==> config.mk <==
export PLATFORM = sky130hd
export DESIGN_NAME = game_mmo_regs
export DESIGN_NICKNAME = d
export VERILOG_FILES = /design/src/rtl/game_mmo_regs.sv
export SDC_FILE = /design/constraint.sdc
export NUM_CORES = 1
export LEC_CHECK = 0
export ABC_AREA = 1
export BUFFER_PORTS_ARGS = -buffer_cell sky130_fd_sc_hd__buf_2
export CAP_MARGIN = 20
export CORE_ASPECT_RATIO = 1.2
export CORE_MARGIN = 2
export CORE_UTILIZATION = 55
export DETAILED_ROUTE_END_ITERATION = 12
export PLACE_DENSITY = 0.69
export SETUP_SLACK_MARGIN = 0.05
export SLEW_MARGIN = 0
export SYNTH_ARGS = -nofsm -noshare
export SYNTH_HDL_FRONTEND = slang
export SYNTH_SLANG_ARGS = --single-unit
==> constraint.sdc <==
create_clock -name i_clk -period 3.1 [get_ports i_clk]
set_clock_uncertainty 0.05 [all_clocks]
set_input_delay 0.31 -clock i_clk [delete_from_list [all_inputs] [get_ports i_clk]]
set_output_delay 0.31 -clock i_clk [all_outputs]
set_load 0.02 [all_outputs]
==> src/rtl/game_mmo_regs.sv <==
// Register slave on the HPS mmo conduit: tick timer, score register, button-event FIFO, level IRQ.
// Optional per-bit button debounce is enabled by defining GAME_DEBOUNCE_EN.
module game_mmo_regs #(
  parameter int          FIFO_DEPTH   = 16,
  parameter logic [31:0] TICK_DIV_RST = 32'd49999,
  parameter logic [19:0] DB_CYCLES    = 20'd500000
) (
  input  logic        i_clk,
  input  logic        i_reset_n,
  input  logic        i_soft_reset,
  input  logic [4:0]  i_address,
  input  logic [31:0] i_writedata,
  input  logic [3:0]  i_byteenable,
  input  logic        i_read,
  input  logic        i_write,
  output logic [31:0] o_readdata,
  input  logic [4:0]  i_buttons,
  output logic        o_irq
);
  localparam int AW = $clog2(FIFO_DEPTH);
  localparam int CW = AW + 1;
  localparam logic [31:0] ID_VALUE = 32'h47414D45;

  logic [2:0]    ctrl;
  logic [31:0]   tick_div, presc, tick_count, score;
  logic [1:0]    irq_mask;
  logic          ovf;
  logic [4:0]    sync1, sync2, stable, prev;
  logic [31:0]   mem [FIFO_DEPTH];
  logic [AW-1:0] wr_ptr, rd_ptr;
  logic [CW-1:0] count;
  logic [8:0]    count9;
  logic [31:0]   rd_mux;
  logic          wr_en, rd_en, empty, full, push, pop, do_push;

  function automatic logic [31:0] be_merge(input logic [31:0] old, input logic [31:0] wd,
                                           input logic [3:0] be);
    logic [31:0] r;
    r = old;
    for (int b = 0; b < 4; b++)
      if (be[b]) r[8*b +: 8] = wd[8*b +: 8];
    return r;
  endfunction

  // write wins over a simultaneous read
  assign wr_en   = i_write;
  assign rd_en   = i_read & ~i_write;
  assign empty   = (count == '0);
  assign full    = (count == CW'(FIFO_DEPTH));
  assign count9  = 9'(count);
  assign push    = ctrl[1] & (stable != prev);
  assign pop     = rd_en & (i_address == 5'd3) & ~empty;
  assign do_push = push & (~full | pop);

  always_ff @(posedge i_clk or negedge i_reset_n) begin
    if (!i_reset_n) begin
      sync1 <= '0;
      sync2 <= '0;
      prev  <= '0;
    end else if (i_soft_reset) begin
      sync1 <= '0;
      sync2 <= '0;
      prev  <= '0;
    end else begin
      sync1 <= i_buttons;
      sync2 <= sync1;
      prev  <= stable;
    end
  end

`ifdef GAME_DEBOUNCE_EN
  logic [19:0] db_cnt [5];

  // down-counter per bit; stable bit follows only after DB_CYCLES consecutive differing clocks
  always_ff @(posedge i_clk or negedge i_reset_n) begin
    if (!i_reset_n) begin
      stable <= '0;
      for (int i = 0; i < 5; i++) db_cnt[i] <= DB_CYCLES - 20'd1;
    end else if (i_soft_reset) begin
      stable <= '0;
      for (int i = 0; i < 5; i++) db_cnt[i] <= DB_CYCLES - 20'd1;
    end else begin
      for (int i = 0; i < 5; i++) begin
        if (sync2[i] == stable[i]) begin
          db_cnt[i] <= DB_CYCLES - 20'd1;
        end else if (db_cnt[i] == 20'd0) begin
          stable[i] <= sync2[i];
          db_cnt[i] <= DB_CYCLES - 20'd1;
        end else begin
          db_cnt[i] <= db_cnt[i] - 20'd1;
        end
      end
    end
  end
`else
  logic unused_db;
  assign unused_db = ^DB_CYCLES;
  always_comb stable = sync2;
`endif

  always_ff @(posedge i_clk or negedge i_reset_n) begin
    if (!i_reset_n) begin
      presc      <= '0;
      tick_count <= '0;
    end else if (i_soft_reset) begin
      presc      <= '0;
      tick_count <= '0;
    end else if (wr_en && i_address == 5'd4) begin
      presc <= '0;
    end else if (ctrl[0]) begin
      if (presc == tick_div) begin
        presc      <= '0;
        tick_count <= tick_count + 32'd1;
      end else begin
        presc <= presc + 32'd1;
      end
    end
  end

  always_ff @(posedge i_clk or negedge i_reset_n) begin
    if (!i_reset_n) begin
      wr_ptr <= '0;
      rd_ptr <= '0;
      count  <= '0;
    end else if (i_soft_reset) begin
      wr_ptr <= '0;
      rd_ptr <= '0;
      count  <= '0;
    end else begin
      if (do_push) wr_ptr <= wr_ptr + AW'(1);
      if (pop)     rd_ptr <= rd_ptr + AW'(1);
      case ({do_push, pop})
        2'b10:   count <= count + CW'(1);
        2'b01:   count <= count - CW'(1);
        default: count <= count;
      endcase
    end
  end

  always_ff @(posedge i_clk) begin
    if (do_push) mem[wr_ptr] <= {tick_count[23:0], 3'b000, stable};
  end

  always_comb begin
    rd_mux = '0;
    case (i_address)
      5'd0:    rd_mux = ID_VALUE;
      5'd1:    rd_mux = {29'd0, ctrl};
      5'd2:    rd_mux = {20'd0, ovf, full, empty, count9};
      5'd3:    rd_mux = empty ? 32'd0 : mem[rd_ptr];
      5'd4:    rd_mux = tick_div;
      5'd5:    rd_mux = tick_count;
      5'd6:    rd_mux = score;
      5'd7:    rd_mux = {30'd0, irq_mask};
      default: rd_mux = '0;
    endcase
  end

  always_ff @(posedge i_clk or negedge i_reset_n) begin
    if (!i_reset_n) begin
      ctrl       <= '0;
      tick_div   <= TICK_DIV_RST;
      score      <= '0;
      irq_mask   <= '0;
      ovf        <= 1'b0;
      o_readdata <= '0;
      o_irq      <= 1'b0;
    end else if (i_soft_reset) begin
      ctrl       <= '0;
      tick_div   <= TICK_DIV_RST;
      score      <= '0;
      irq_mask   <= '0;
      ovf        <= 1'b0;
      o_readdata <= '0;
      o_irq      <= 1'b0;
    end else begin
      // SCORE_CLR is a one-cycle pulse that takes priority over a same-cycle SCORE write
      ctrl[2] <= 1'b0;
      if (ctrl[2]) score <= '0;
      else if (wr_en && i_address == 5'd6) score <= be_merge(score, i_writedata, i_byteenable);
      if (wr_en && i_address == 5'd1 && i_byteenable[0]) ctrl <= i_writedata[2:0];
      if (wr_en && i_address == 5'd4) tick_div <= be_merge(tick_div, i_writedata, i_byteenable);
      if (wr_en && i_address == 5'd7 && i_byteenable[0]) irq_mask <= i_writedata[1:0];
      if (push && full && !pop) ovf <= 1'b1;
      else if (wr_en && i_address == 5'd2 && i_byteenable[1] && i_writedata[11]) ovf <= 1'b0;
      if (rd_en) o_readdata <= rd_mux;
      o_irq <= (irq_mask[0] & ~empty) | (irq_mask[1] & ovf);
    end
  end
endmodule

==> flow_summary.yaml, run 1 <==
cts:
  cts_resized: 0
  cts_buffers: 60
  root_buffer: "clkbuf_16"
  cts-htree-levels: 2
  max-clock-path-buffers: 3
  cts_setup_buffers: 0
  clkLatencyLatePin_ns: 0.64
  clk_pin_slew_ns: 0.06
  cts_tree: "done"
  numClockSinks: 659
  postCtsHoldBufs: 38
finish:
  diodes: 0
  drive_above_1_share: 0.114
  final_area_um2: 34000
  final_nets: 3165
  multi_input_area_um2: 9350
  fin_util: 0.635
  n_fill_cell: 4316
  stdcell_count: 3865
  layout.area.seq_um2: 18800
  area.growth.synth_to_final_pct: 14.5
synth:
  netlist_instances: 2977
  postSynthAreaPerCell_um2: 9.97
  synth_nets: 3039
  ys_ff_latch: 659
  yosysSeqAreaShare: 0.634
  ys_types: 44
  syn_area_um2: 29700
  yosysWarnings: 0
outcome:
  status: "complete, no violations"
grt:
  grt_pass1_vias: 22200
  gr-total-overflow: 0
  grt_max_degree: 100
  grt_pass1_wl_um: 128000
  grt.total_usage: 0.298
  antenna_found_initial: 1
die:
  die_w_um: 216
  start_util: 0.555
  rows: 93
  die_area_um2: 55900
  ioPinCount: 84
  die_y_um: 259
  coreArea_um2: 53500
timing:
  timing.final.crit_share: 0.822
  slew_viol_final: 0
  fmax_ghz: 0.393
  hold_viol: 0
  worstMarginPinSlew_ns: 0.852
  min_period_ns: 2.55
  max_slew_margin: 0.432
  finalSetupViolCount: 0
  fin_ws_ns: 0.553
  tns_ns: 0
  rsz0062_at_grt: "no"
  fin_hold_ws_ns: 0.123
setup_path:
  cp-start-kind: "flip-flop"
  required_ns: 3.62
  rr_worst_depth: 13
  cp-end-kind: "flip-flop"
  crit_type: "flip-flop to flip-flop"
  crit_path_max_fanout: 6
  arrival_ns: 3.07
placed_design:
  io_buffers: 83
  place_hpwl_um: 54500
  dp_slack_ns: 0.523
  placed_cell_area_um2: 31500
  globalplace.congestion: 0.966
  dpl.cell_count: 3715
power_and_ir_drop:
  peakVddDrop_mv: 0.457
  power.total_mw: 18.0
  p_leak_nw: 13.8
  cellPowerDensity_nw_per_um2: 529
routing:
  via_per_inst: 5.79
  final_antenna_net_count: 0
  first_pass_iters: 6
  routed_wl_um: 82700
  wire_per_inst_um: 21.4
  vias: 22400
  drc_errors: 0
  drtIter0Drc: 2228
hold_path:
  hold_depth: 2
  hold_class: "input port to flip-flop"
job:
  cap_violations: 0
sequential cells by signal, indices dropped and copies added, names as in the netlist:
register    count
mem           464
o_readdata     32
presc          32
score          32
tick_count     32
tick_div       32
count           5
prev            5
stable          5
sync1           5
rd_ptr          4
wr_ptr          4
ctrl            3
irq_mask        2
o_irq           1
ovf             1
where the power goes:
part           internal [mW]  leakage, nW  switching (mW)  total (mW)
registers               9.45         6.92          0.0663        9.52
clock network           4.58         1.03            3.36        7.94
logic                  0.182         5.83           0.347       0.529
total                   14.2         13.8            3.78        18.0
cell usage after synthesis (all sizes together):
| cell type | number | area (um2) |
|---|---|---|
| dfstp | 9 | 236 |
| o211ai | 48 | 360 |
| clkbuf | 65 | 246 |
| a211oi | 7 | 52.6 |
| o21ai | 194 | 978 |
| a21oi | 102 | 518 |
| nor3 | 28 | 178 |
| nor3b | 1 | 7.51 |
| o21bai | 6 | 45.0 |
| o21a | 4 | 30.0 |
| buf | 92 | 500 |
| inv | 242 | 908 |
| a31oi | 3 | 48.8 |
| nand4 | 70 | 438 |
| nand3 | 300 | 1520 |
| xor2 | 36 | 315 |
| nand2 | 722 | 2740 |
| nor4 | 1 | 6.26 |
| xnor2 | 28 | 245 |
| dfrtp | 186 | 4650 |
| nor2 | 301 | 1210 |
| edfxtp | 464 | 13900 |
| fa | 1 | 20.0 |
| a22oi | 1 | 7.51 |
| o22ai | 49 | 307 |
| a221oi | 7 | 61.3 |
| ha | 10 | 125 |
critical path, stage by stage, from the launching register on:
cell     delay, ns
dfrtp_1       0.42
nor2_1        0.16
nand4_1       0.22
nand3_2       0.19
inv_1         0.10
nand2_2       0.15
inv_1         0.10
ha_1          0.35
nand2_1       0.06
o21ai_0       0.21
xor2_1        0.20
xnor2_1       0.13
nand2_1       0.07
nand2_1       0.06
final timing paths:
path | from | to | slack, ns
worst max-delay path | count[1] | count[4] | 0.55
worst min-delay path | i_soft_reset | prev[1] | 0.12
worst max register to register | count[1] | count[4] | 0.55
worst min register to register | sync1[1] | stable[1] | 0.41
max in group asynchronous | i_reset_n | tick_div[0] | 1.88
min in group asynchronous | i_reset_n | presc[31] | 0.21
per-layer routing:
| metal | GRT usage | share of wire | wire length [um] |
|---|---|---|---|
| met3 | 0.0379 | 0.071 | 5840 |
| met5 | 0 | 0.000097 | 8 |
| met2 | 0.508 | 0.49 | 40800 |
| met1 | 0.389 | 0.39 | 32600 |
| met4 | 0.123 | 0.042 | 3490 |
cell usage in the layout, fill, tap and decap left out, drive strengths merged, types with 3 or more instances in the layout:
cell type    count
clkbuf          70
a21oi          102
dfstp            9
bufinv          11
xnor2           28
inv            244
a221oi           7
clkinv          26
ha              10
nand4           70
o21ai          194
o21bai           6
a211oi           7
o22ai           49
o21a             4
nand2          722
dfrtp          186
clkinvlp         4
buf            182
edfxtp         464
dlygate4sd3     38
nand3          300
nor3            28
o211ai          48
xor2            36
a31oi            3
nor2           301
layout make-up:
class                   instances  area share
clock buffers                  69      0.0461
clock inverters                43      0.0164
inverters                     242      0.0269
multi-input cells            1919       0.275
flip-flops and latches        659       0.554
well taps                     712      0.0262
repair buffers                221      0.0553
kinds of logic after synthesis:
family,after synthesis,synth area share
buffers and inverters,399,0.0557
AND/OR/NAND/NOR,1423,0.205
XOR/XNOR,64,0.0189
adder cells (fa/ha/maj),11,0.00489
AO/OA/AOI/OAI,421,0.0811
flip-flops,659,0.634
Note: power is estimated with default switching activity, not from simulation.
==> inputs of run 2 (changes only) <==
--- a/config.mk
+++ b/config.mk
@@ -5,7 +5,7 @@
 export SDC_FILE = /design/constraint.sdc
 export NUM_CORES = 1
 export LEC_CHECK = 0
-export ABC_AREA = 1
+export ABC_AREA = 0
 export BUFFER_PORTS_ARGS = -buffer_cell sky130_fd_sc_hd__buf_2
 export CAP_MARGIN = 20
 export CORE_ASPECT_RATIO = 1.2
==> constraint.sdc (replaced) <==
create_clock -name i_clk -period 2.56 [get_ports i_clk]
set_clock_uncertainty 0.05 [all_clocks]
set_input_delay 0.256 -clock i_clk [delete_from_list [all_inputs] [get_ports i_clk]]
set_output_delay 0.256 -clock i_clk [all_outputs]
set_load 0.02 [all_outputs]
==> flow_summary.yaml, run 2 <==
outcome:
  status: "complete, no violations"
placed_design:
  dpl.cell_count: 2612
  io_buffers: 83
  place_hpwl_um: 49500
  globalplace.congestion: 0.910
cts:
  numClockSinks: 659
  clkLatencyLatePin_ns: 0.63
  clk_pin_slew_ns: 0.06
  cts_tree: "done"
  cts-htree-levels: 2
  root_buffer: "clkbuf_16"
  cts_buffers: 60
  max-clock-path-buffers: 3
timing:
  finalSetupViolCount: 0
  fmax_ghz: 0.404
  max_slew_margin: 0.544
  rsz0062_at_grt: "yes"
  hold_viol: 0
  worstMarginPinSlew_ns: 0.683
  timing.final.crit_share: 0.968
  min_period_ns: 2.48
  slew_viol_final: 0
  tns_ns: 0
synth:
  yosys.area.top_type: "edfxtp_1"
  async_reset_ff_frac: 0.296
  synthTopCellsByArea: "edfxtp_1 50%, dfrtp_1 17%, mux4_2 10%"
  yosysWarnings: 0
  synth_flop_cell: "edfxtp_1"
  synth_common_cells: "464 x edfxtp_1, 186 x dfrtp_1, 164 x nand2_1, 130 x mux4_2, 87 x nor2_1"
  yosys.area.top_type_share: 0.499
  ys_types: 68
  yosysMostFrequentCell: "edfxtp_1"
  synth_edf_count: 464
  postSynthAreaPerCell_um2: 15.4
  ys_ff_latch: 659
  synth_nets: 1872
  syn_area_um2: 27900
  yosysSeqAreaShare: 0.674
  netlist_instances: 1810
finish:
  final_nets: 2143
  drive_above_1_share: 0.277
  area.growth.synth_to_final_pct: 19.2
  most-common-layout-cells: "464 x edfxtp_1, 184 x dfrtp_1, 164 x nand2_1"
  largest_reg_flops: 464
  diodes: 0
  stdcell_count: 2774
  regMostFlops: "mem"
  layout_commonest_cell: "edfxtp_1"
routing:
  via_per_inst: 6.25
  drc_errors: 0
  first_pass_iters: 6
  vias: 17300
  final_antenna_net_count: 0
  routed_wl_um: 72600
  drtIter0Drc: 1827
  wire_per_inst_um: 26.2
setup_path:
  cp-start-kind: "flip-flop"
  cp-end-kind: "flip-flop"
  path_delay_family: "simple AND/OR/NAND/NOR gates"
  worst_path_max_delay_cell: "dfstp_2"
  path_buf_inv: 1
  arrival_ns: 2.93
  path_cells: "xnor2_1 -> nand4_1 -> nor2_1 -> nand3_1 -> buf_4 -> nor4_2 -> mux2_2"
  crit_type: "flip-flop to flip-flop"
  slowest_delay_ns: 0.58
  required_ns: 3.01
  crit_path_max_fanout: 14
grt:
  grt_max_degree: 64
  grt.total_usage: 0.280
  gr-total-overflow: 0
  grt_pass1_wl_um: 109000
  antenna_found_initial: 0
  grt_pass1_vias: 17600
power_and_ir_drop:
  p_leak_nw: 12.4
  peakVddDrop_mv: 0.528
  sw_frac_of_total: 0.205
  p_seq_frac: 0.533
  clock_power_share: 0.436
  p_comb_frac: 0.030
  switching_power_mw: 4.42
  intPower_mw: 17.1
  cellPowerDensity_nw_per_um2: 646
hold_path:
  hold_class: "input port to flip-flop"
die:
  ioPinCount: 84
  die_w_um: 210
  die_y_um: 251
  die_area_um2: 52600
  rows: 90
  start_util: 0.556
  coreArea_um2: 50200
job:
  cap_violations: 0
[run 2: final cells by class]
cell class	instances	area [um2]
multi-input cells	1022	8740
well taps	644	806
inverters	24	90.1
flip-flops and latches	659	18800
clock inverters	44	524
clock buffers	67	1540
repair buffers	314	2750
fillers	3445	16900
[run 2: cells by family after synthesis]
family / after synthesis / synth area share
mux: 196 / 0.130
xor+xnor: 67 / 0.0216
fa+ha+maj: 11 / 0.00520
buf+inv: 129 / 0.0192
flops: 659 / 0.674
compound gates: 242 / 0.0569
simple gates: 506 / 0.0930
[run 2: worst register-to-register path: stages, from the launching register on]
cell,delay (ns)
dfstp_2,0.58
xnor2_1,0.24
nand4_1,0.21
nor2_1,0.20
nand3_1,0.11
buf_4,0.20
nor4_2,0.40
mux2_2,0.38
[run 2: final timing paths]
check                           startpoint              to  slack, ns  depth (start not counted)
setup / recovery               tick_div[3]  tick_count[31]       0.08                          7
hold / removal             i_byteenable[2]    tick_div[22]       0.02                          3
setup reg to reg               tick_div[3]  tick_count[31]       0.08                          7
hold reg to reg                   sync1[0]       stable[0]       0.42                          1
max in group asynchronous        i_reset_n       rd_ptr[1]       1.49                          3
min in group asynchronous        i_reset_n    tick_div[20]       0.14                          2
[run 2: power groups by stage]
stage | sequential (mW) | combinational [mW] | clock, mW
2_1_floorplan | 11.7 | 0.266 | 0
5_1_grt | 11.5 | 0.705 | 9.89
3_3_place_gp | 11.7 | 0.565 | 0
3_5_place_dp | 11.7 | 0.575 | 0
4_1_cts | 11.5 | 0.625 | 9.51
6_report | 11.5 | 0.652 | 9.38
[run 2: per-stage QoR]
stage | setup slack, ns | instance area (um2) | utilization | hold slack [ns] | power, mW
CTS | 0.00671 | 33000 | 0.658 | 0.0137 | 21.6
global route | -0.0396 | 33300 | 0.663 | 0.0438 | 22.1
floorplan | -0.214 | 27900 | - | -0.0896 | 11.9
finish | 0.0818 | 33300 | 0.663 | 0.0203 | 21.5
detailed placement | -0.230 | 30500 | 0.608 | 0.240 | 12.3
global placement | -0.181 | 30500 | 0.608 | 0.242 | 12.2
[run 2: routing by layer]
layer  global-route usage  routed length [um]  vias to the layer above
met2                0.478               37000                      722
met1                0.363               28000                     8923
li1                     -                   -                     7523
met4                0.133                3510                        0
met3               0.0314                4120                      157
met5                    0                   0                        -
[run 2: timing repair]
item | CTS | global route
resized for setup | 3 | 32
pin swaps | 0 | 7
hold buffers | 40 | 0
setup endpoints to repair | 5 | 29
buffers inserted | 0 | 6
endpoints found under the hold margin | 133 | 0
==> inputs of run 3 (changes only) <==
--- a/config.mk
+++ b/config.mk
@@ -11,6 +11,7 @@
 export CORE_ASPECT_RATIO = 1.2
 export CORE_MARGIN = 2
 export CORE_UTILIZATION = 55
+export CTS_BUF_LIST = sky130_fd_sc_hd__clkbuf_4
 export DETAILED_ROUTE_END_ITERATION = 12
 export PLACE_DENSITY = 0.69
 export SETUP_SLACK_MARGIN = 0.05
==> flow_summary.yaml, run 3 (synthesized netlist as in run 2, its figures left out) <==
outcome:
  status: "complete, no violations"
setup_path:
  r2r_slack_ns: 0.08
  path_cells: "nor4_4 -> a2111o_1 -> nor2_2 -> buf_4 -> ha_1 -> nor2b_1 -> o21ai_1 -> nand2b_1 -> a31o_2 -> a211oi_2"
  slowest_delay_ns: 0.41
  reg2reg_from: "count[1]"
  rr_worst_depth: 10
  arrival_ns: 3.23
  startpoint: "count[1]"
  path_buf_inv: 1
  cp-start-kind: "flip-flop"
  r2r-end: "count[4]"
  cp-end-kind: "flip-flop"
  endpoint: "count[4]"
  crit_type: "flip-flop to flip-flop"
  path_delay_family: "compound AO/OA/AOI/OAI gates"
  worst_path_max_delay_cell: "dfrtp_1"
  cp.depth: 10
  required_ns: 3.31
  crit_path_max_fanout: 3
grt:
  grt.total_usage: 0.285
  gr-total-overflow: 0
  grt_max_degree: 58
  antenna_found_initial: 1
  grt_pass1_wl_um: 111000
  grt_pass1_vias: 18700
die:
  ioPinCount: 84
  rows: 90
  die_area_um2: 52600
  die_y_um: 251
  die_w_um: 210
  start_util: 0.556
  coreArea_um2: 50200
finish:
  drive_above_1_share: 0.315
  most-common-layout-cells: "464 x edfxtp_1, 220 x clkbuf_4, 184 x dfrtp_1"
  area.growth.synth_to_final_pct: 20.4
  stdcell_count: 2986
  final_nets: 2278
  layout_commonest_cell: "edfxtp_1"
  largest_reg_flops: 464
  regMostFlops: "mem"
cts:
  cts_buffers: 159
  numClockSinks: 659
  cts_tree: "done"
  clk_pin_slew_ns: 0.07
  root_buffer: "clkbuf_4"
  cts-htree-levels: 4
  clkLatencyLatePin_ns: 0.91
  max-clock-path-buffers: 3
power_and_ir_drop:
  peakVddDrop_mv: 0.409
  p_leak_nw: 12.8
  clock_power_share: 0.412
  intPower_mw: 16.1
  switching_power_mw: 4.61
  sw_frac_of_total: 0.223
  cellPowerDensity_nw_per_um2: 616
  p_comb_frac: 0.034
  p_seq_frac: 0.554
timing:
  slew_viol_final: 0
  fin_hold_ws_ns: 0.0884
  timing.final.crit_share: 0.970
  fmax_ghz: 0.403
  worstMarginPinSlew_ns: 0.688
  max_slew_margin: 0.539
  hold_viol: 0
  rsz0062_at_grt: "yes"
  min_period_ns: 2.48
  finalSetupViolCount: 0
  tns_ns: 0
placed_design:
  dpl.cell_count: 2612
  place_hpwl_um: 49500
  io_buffers: 83
  globalplace.congestion: 0.910
routing:
  vias: 18100
  drc_errors: 0
  drtIter0Drc: 1774
  final_antenna_net_count: 0
  via_per_inst: 6.06
  first_pass_iters: 6
  wire_per_inst_um: 24.6
  routed_wl_um: 73400
hold_path:
  hold_class: "input port to flip-flop"
job:
  cap_violations: 0
## run 3: how the worst min path moves through the flow
stage	start	to	slack, ns	depth (start not counted)
after global placement	i_reset_n	tick_div[20]	0.24	1
after floorplan	i_reset_n	count[0]	-0.09	0
after detailed placement	i_reset_n	tick_div[20]	0.24	1
after global routing	i_address[1]	o_readdata[1]	0.10	6
final	i_address[1]	o_readdata[0]	0.09	6
after CTS	i_address[0]	o_readdata[2]	0.008	7
## run 3: per-layer routing
metal | vias to the layer above | global-route usage | share of wire
li1 | 7912 | - | -
met1 | 9120 | 0.354 | 0.37
met2 | 863 | 0.482 | 0.51
met3 | 187 | 0.0483 | 0.071
met4 | 0 | 0.157 | 0.050
met5 | - | 0 | 0
## run 3: what timing repair did
action                                 CTS  global route
gates resized for setup                  3            28
hold buffers                            75             0
setup endpoints to repair                5            31
endpoints found under the hold margin  321             0
pin swaps                                1             9
setup buffers                            1             6
## run 3: power groups by stage
stage                     Combinational [mW]  Clock (mW)  Sequential [mW]
after global placement                 0.565           0             11.7
after floorplan                        0.266           0             11.7
after CTS                              0.661        8.73             11.5
after detailed placement               0.575           0             11.7
after global routing                   0.750        9.25             11.5
final                                  0.695        8.53             11.5
## run 3: worst register-to-register path: cells and delay by family (launching register included)
family | cells | cell delay [ns]
flops | 1 | 0.41
buf+inv | 1 | 0.14
compound gates | 4 | 0.83
fa+ha+maj | 1 | 0.30
simple gates | 4 | 0.66
## run 3: cell type report
class,instances,area [um2]
Multi-Input combinational cell,1022,8730
Clock inverter,66,367
Timing Repair Buffer,350,3120
Sequential cell,659,18800
Fill cell,3451,16600
Clock buffer,220,1650
Tap cell,644,806
Antenna cell,1,2.50
Inverter,24,90.1
## run 3: through the flow
step,setup WS (ns),area (um2),util,power (mW)
6_report,0.0777,33600,0.669,20.7
5_1_grt,-0.0692,33600,0.669,21.5
4_1_cts,0.0122,33400,0.664,20.8
3_5_place_dp,-0.230,30500,0.608,12.3
3_3_place_gp,-0.181,30500,0.608,12.2
2_1_floorplan,-0.214,27900,-,11.9
